`src/rtl/reg_write_arbiter.sv`:
```
// reg_write_arbiter: merges pipeline writeback and long-latency unit results onto one
// register-file write port, with starvation relief and a pending-write scoreboard.
module reg_write_arbiter #(
    parameter int STARVE_LIMIT = 4
) (
    input  logic        clk,
    input  logic        reset,
    input  logic        pipe_we,
    input  logic [4:0]  pipe_rd,
    input  logic [31:0] pipe_data,
    input  logic [31:0] pipe_pc,
    input  logic        unit_valid,
    output logic        unit_ready,
    input  logic [4:0]  unit_rd,
    input  logic [31:0] unit_data,
    input  logic [31:0] unit_pc,
    input  logic        issue_valid,
    input  logic [4:0]  issue_rd,
    input  logic [4:0]  rs0,
    input  logic [4:0]  rs1,
    output logic        rs0_busy,
    output logic        rs1_busy,
    output logic        pipe_hold,
    output logic        wr_en,
    output logic [4:0]  wr_num,
    output logic [31:0] wr_data,
    output logic [31:0] wr_pc,
    output logic        err_sticky
);

    localparam logic [3:0] HOLD_AT = 4'(STARVE_LIMIT - 1);

    logic        pipeLive;
    logic        unitXfer;
    logic        unitLoses;
    logic [3:0]  waitCnt;
    logic [31:0] busy;
    logic [31:0] busyNext;

    // Writes to x0 are dropped entirely and leave the port free for the unit.
    assign pipeLive   = pipe_we && (pipe_rd != 5'd0);
    assign unit_ready = !pipeLive;
    assign unitXfer   = unit_valid && unit_ready;
    assign unitLoses  = unit_valid && !unit_ready;

    // NOTE: all state below uses non-blocking assignments so every register samples
    // pre-edge values, independent of the order of the always_ff blocks.
    always_ff @(posedge clk or negedge reset) begin
        if (!reset) begin
            wr_en   <= 1'b0;
            wr_num  <= 5'd0;
            wr_data <= 32'd0;
            wr_pc   <= 32'd0;
        end else if (pipeLive) begin
            wr_en   <= 1'b1;
            wr_num  <= pipe_rd;
            wr_data <= pipe_data;
            wr_pc   <= pipe_pc;
        end else if (unitXfer && (unit_rd != 5'd0)) begin
            wr_en   <= 1'b1;
            wr_num  <= unit_rd;
            wr_data <= unit_data;
            wr_pc   <= unit_pc;
        end else begin
            wr_en   <= 1'b0;
        end
    end

    always_ff @(posedge clk or negedge reset) begin
        if (!reset) begin
            waitCnt   <= 4'd0;
            pipe_hold <= 1'b0;
        end else if (unitLoses && (waitCnt == HOLD_AT)) begin
            waitCnt   <= 4'd0;
            pipe_hold <= 1'b1;
        end else if (unitLoses) begin
            waitCnt   <= waitCnt + 4'd1;
            pipe_hold <= 1'b0;
        end else begin
            waitCnt   <= 4'd0;
            pipe_hold <= 1'b0;
        end
    end

    // Bit 0 of busy is never set, so x0 always reads as free.
    // NOTE: busyNext is defaulted first so no path through this block infers a latch.
    always_comb begin
        busyNext = busy;
        if (unitXfer && (unit_rd != 5'd0)) begin
            busyNext[unit_rd] = 1'b0;
        end
        if (issue_valid && (issue_rd != 5'd0)) begin
            busyNext[issue_rd] = 1'b1;
        end
    end

    always_ff @(posedge clk or negedge reset) begin
        if (!reset) begin
            busy <= 32'd0;
        end else begin
            busy <= busyNext;
        end
    end

    always_ff @(posedge clk or negedge reset) begin
        if (!reset) begin
            err_sticky <= 1'b0;
        end else if (pipeLive && (pipe_hold || busy[pipe_rd])) begin
            err_sticky <= 1'b1;
        end
    end

    assign rs0_busy = (rs0 != 5'd0) && busy[rs0];
    assign rs1_busy = (rs1 != 5'd0) && busy[rs1];

endmodule

```
`config.mk`:
```
export PLATFORM = sky130hd
export DESIGN_NAME = reg_write_arbiter
export DESIGN_NICKNAME = d
export VERILOG_FILES = /design/src/rtl/reg_write_arbiter.sv
export SDC_FILE = /design/constraint.sdc
export NUM_CORES = 1
export LEC_CHECK = 0
export ABC_AREA = 1
export CAP_MARGIN = 20
export CORE_UTILIZATION = 45
export CTS_BUF_LIST = sky130_fd_sc_hd__clkbuf_8
export CTS_CLUSTER_SIZE = 10
export DETAILED_ROUTE_END_ITERATION = 12
export HOLD_SLACK_MARGIN = 0.12
export PLACE_DENSITY_LB_ADDON = 0.25
export SETUP_SLACK_MARGIN = 0.3
export SYNTH_ARGS = -nofsm -noshare
export SYNTH_HDL_FRONTEND = slang
export SYNTH_SLANG_ARGS = --single-unit
export TNS_END_PERCENT = 20
```
`constraint.sdc`:
```
create_clock -name clk -period 2.5 [get_ports clk]
set_input_delay 0.625 -clock clk [delete_from_list [all_inputs] [get_ports clk]]
set_output_delay 0.625 -clock clk [all_outputs]
set_load 0.005 [all_outputs]
```
[After elaboration in Yosys (flattened, before gate mapping)]
Index checks and enable logic that the tools add are counted.
Operators by class
  add/subtract/negate cells: 1
  $mul: 0
  divide/modulo/power cells: 0
  order comparisons: 7
  equal/unequal tests: 1
  shift-type cells: 0
  multiplexer cells: 23
  bitwise logic cells: 3
  reduce and logical (&&, ||, !) cells: 19
Operators with widths (count)
  two-way mux 32 bit: 6
  bitwise AND 32 bit: 1
  NOT 32 bit: 1
  bitwise OR 32 bit: 1
  < comparator 5 x 6 -> 1 bit (second input constant): 5
  nonzero test 5 bit: 5
  binary-select mux 1 bit (select 5 bit): 3
  logical AND 1 bit: 11
  demux 1 bit (select 5 bit): 2
  greater-or-equal comparator 5 x 1 -> 1 bit (second input constant): 2
  two-way mux 5 bit: 2
  two-way mux 1 bit: 8
  two-way mux 4 bit: 2
  adder 4 x 1 -> 4 bit (second input constant): 1
  equality test 4 x 2 -> 1 bit (second input constant): 1
  nonzero test 2 bit: 1
  zero test 1 bit: 1
  logical OR 1 bit: 1
Storage, ports and cells
  register bits after elaboration: 108
  latch bits: 0
  memory bits (writable): 0
  memory bits (read-only): 0
  bits of input ports: 158
  logic and storage cells: 62
  memories kept: 0

[Longest topological paths before layout]
  depth in word-level cells: 9
  depth in mapped cells: 13

[Worst setup path before layout]
No wires, ideal clock.
  path type: input to output
  start point: in rs0[0]
  end point: out rs0_busy
  arrival time: 1.578 ns
  data required time: 1.875 ns
  slack: 0.297 ns
  cell stages on the path: 10
  path through: buf_2 -> inv_1 -> clkbuf_1 -> a21oi_1 -> o21ai_0 -> nand3_1 -> nand3_1 -> nand2_1 -> nand2_1 -> nand2_1
Between the ends
  cells in the longest elaborated chain, start to end: 3
  elaborated cells between the ends (all ways): 4
  classes of those cells: mux: 2; reduce/logical: 2
RTL lines
  start, declared: RTL line 19  | input logic [4:0] rs0,
  binary-select mux 1 bit (select 5 bit): RTL line 113  | assign rs0_busy = (rs0 != 5'd0) && busy[rs0];
  two-way mux 1 bit (not written as such): RTL line 113
  logical AND 1 bit (*): RTL line 113
  end, declared: RTL line 21  | output logic rs0_busy,
Mark *: on every way between the ends. The rest lies on a longest branch, timed or not. The select of a mux whose other input is x is not followed.

[Final worst setup path]
  start point: in rs1[0]
  end point: out rs1_busy
Between the ends
  cells in the longest elaborated chain, start to end: 3
  elaborated cells between the ends (all ways): 4
  classes of those cells: mux: 2; reduce/logical: 2
RTL lines
  start, declared: RTL line 20  | input logic [4:0] rs1,
  binary-select mux 1 bit (select 5 bit): RTL line 114  | assign rs1_busy = (rs1 != 5'd0) && busy[rs1];
  two-way mux 1 bit (not written as such): RTL line 114
  logical AND 1 bit (*): RTL line 114
  end, declared: RTL line 22  | output logic rs1_busy,
Marked as above.

==> reports/qor.yml <==
status:
  status: "finished, final reports clean"
pwr:
  clkPwrFrac_pct: 23.6
  p_leak_uw: 0.004667
  combPwrFrac_pct: 32.0
  pwr_density_cell_mw_per_mm2: 531.8
  p_switching_uw: 1618
  power_uw: 5050
  p_seq_share_pct: 44.4
  power.internal_uw: 3432
  vdd_ir_drop_max_uv: 259.2
  p_sw_share_pct: 32.05
floorplanning:
  core_mm2: 0.01345
  die_width_um: 120.3
  io_pins: 233
  die_h_um: 120.3
  die_area_mm2: 0.01447
  rows: 42
  start_util_pct: 46.82
logic_synthesis:
  synthArstFlopShare_pct: 100.0
  syn_avg_cell_area_um2: 6.722
  yosys.area.top_type: "dfrtp_1"
  synth_most_common_cell: "nand2_1"
  yosysWarnings: 0
  synth_nets: 1096
  synth_commonest_cells: "nand2_1, nand3_1, dfrtp_1, o21ai_0, inv_1"
  yosysTopAreaCellShare_pct: 42.91
  synth_cell_type_count: 28
  synth_top_flop_cell: "dfrtp_1"
  synth_edf_count: 0
  synth_area_leaders: "dfrtp_1, nand2_1, nand3_1"
  ys_seq_elements: 108
  syn_inst: 937
  synth-seq-area-share_pct: 42.91
  syn_area_mm2: 0.006299
detailed_routing:
  ant_nets: 0
  drt_iter0_drc: 568
  drt-wirelength-per-cell_um: 15.33
  viasPerCell: 5.264
  drt-total-wl_um: 21050
  drc: 0
  via_count: 7227
  dr.pass1.iters: 6
timing:
  fmax_mhz: 449.1
  fin_worst_skew_ns: 0.01277
  slew_viol_final: 0
  post-route-period-util_pct: 89.06
  slew_headroom_pct: 62.69
  hold_viol_final: 0
  tightest_slew_ns: 0.5597
  finalSetupViolations: 0
  hold-worst-slack_ns: 0.2348
  min_period_ns: 2.227
  rsz0062_at_grt: "true"
  setup_tns_ns: 0
placed_design:
  port-buffer-count: 232
  dp_cells: 1343
  gp_congestion: 0.9355
  placed_area_mm2: 0.009087
  post-dp-hpwl_um: 15590
cts:
  clk_pin_slew_worst_paths_ns: 0.11
  clockBufferDepth: 2
  cts_sinks: 108
  cts_buffers: 9
  clk_latency_ns: 0.38
  cts_max_level: 3
  cts_root_buf: "clkbuf_8"
  cts_tree: "yes"
  hold_buffers: 0
setup_path:
  critPathRequiredTime_ns: 1.88
  cp_data_arrival_time_ns: 1.60
  critical_path.max_fanout: 6
  critical_path.endpoint_type: "output port"
  worstSetupPathType: "input pin to output port"
  cp-start-kind: "input pin"
grt:
  grt_pass1_wl_um: 33640
  overflow: 0
  grt_usage_pct: 29.49
  grt_max_degree: 50
  antenna_found_initial: 0
  grt_pass1_vias: 6707
finish:
  diodes: 0
  fillers: 1133
  drive_above_1_share_pct: 11.03
  layout.cells.non_filler: 1373
  fin_area_mm2: 0.009497
  syn_to_final_growth_pct: 50.77
  final_nets: 1351
worst_hold_path:
  hp-class: "input pin to async pin"
flow_run:
  drv_cap: 0
==> cell usage in the layout (no fill, tap or decap), types with 2 or more instances in the layout <==
cell and instances:
a31oi_1 2, o211ai_1 5, clkinvlp_4 2, nor3_1 11, nand2_1 418, o21ai_1 17, inv_1 46, nand3_1 108
a21oi_1 25, nor2_2 4, bufinv_16 2, inv_4 3, nand3_2 2, clkdlybuf4s50_1 216, buf_12 10, o21ai_0 83
clkinv_2 2, dlygate4sd2_1 8, clkbuf_8 10, nor2_1 15, dfrtp_1 103, inv_2 21, dfrtp_2 5, a21oi_2 6
buf_2 5, buf_4 39, buf_6 12, nand4_1 3
==> layout make-up <==
class | count | area [um^2] | area share (%)
multi-input combinational | 710 | 3146 | 33.12
sequential | 108 | 2709 | 28.52
tap | 176 | 220.2 | 2.319
inverter | 70 | 270.3 | 2.846
clock inverter | 6 | 86.33 | 0.9091
timing repair buffer | 292 | 2920 | 30.75
clock buffer | 10 | 137.6 | 1.449
timing repair inverter | 1 | 7.507 | 0.07905
==> worst max-delay path, stage by stage <==
cell        delay, ns
buf_6            0.11
clkinvlp_4       0.14
a21oi_1          0.22
o21ai_2          0.08
nand2_1          0.08
nand2_1          0.07
nand3_2          0.07
nand2_1          0.05
nand2_1          0.05
buf_2            0.10
==> worst paths after layout <==
path	startpoint	end	slack, ns	depth (start not counted)
setup / recovery	rs1[0]	rs1_busy	0.27	10
hold / removal	reset	waitCnt[2]	0.23	1
setup reg to reg	busy[9]	err_sticky	1.22	11
hold reg to reg	busy[0]	busy[0]	0.49	0
max in group asynchronous	reset	wr_data[31]	1.64	2
min in group clk	busy[0]	busy[0]	0.49	0
==> registers in the layout (all words and copies together) (netlist names) <==
name        cells
busy           32
wr_data        32
wr_pc          32
wr_num          5
waitCnt         4
err_sticky      1
pipe_hold       1
wr_en           1
==> routing by layer <==
layer | routed length, um | GRT usage, % | vias up
met5 | 0 | 0 | -
met4 | 740 | 13.58 | 0
met3 | 1995 | 6.840 | 59
met2 | 9802 | 46.34 | 379
met1 | 8512 | 38.57 | 3284
li1 | - | - | 3505
==> cell families after synthesis <==
kind of cell               count (synthesis)  share of synthesized area, %
xor gates and xnor gates                   2                        0.2782
adders and majority gates                  1                        0.1986
DFF                                      108                         42.91
AOI/OAI and AO/OA                        141                         11.66
buffers and inverters                    119                         7.886
and+or+nand+nor                          566                         37.07
==> power by group through the flow <==
stage	Sequential, uW	Combinational [uW]	Clock [uW]
2_1_floorplan	2180	660	0
3_3_place_gp	2240	1520	0
3_5_place_dp	2250	1540	0
4_1_cts	2220	1570	1230
5_1_grt	2270	1780	1300
6_report	2240	1620	1190
==> per-stage QoR <==
step | utilization (%) | setup WS [ns]
floorplan | - | 0.3046
global placement | 67.55 | -0.4544
detailed placement | 67.55 | -0.4835
CTS | 70.01 | 0.2722
global route | 70.59 | 0.2106
finish | 70.59 | 0.2734
==> what timing repair did <==
action                                  4_1_cts  5_1_grt
setup buffers                                 1        4
cloned                                        8        1
resized for setup                            83       23
endpoints found under the setup margin        3       10
pin swaps                                    11        9
(Power assumes the default switching activity.)
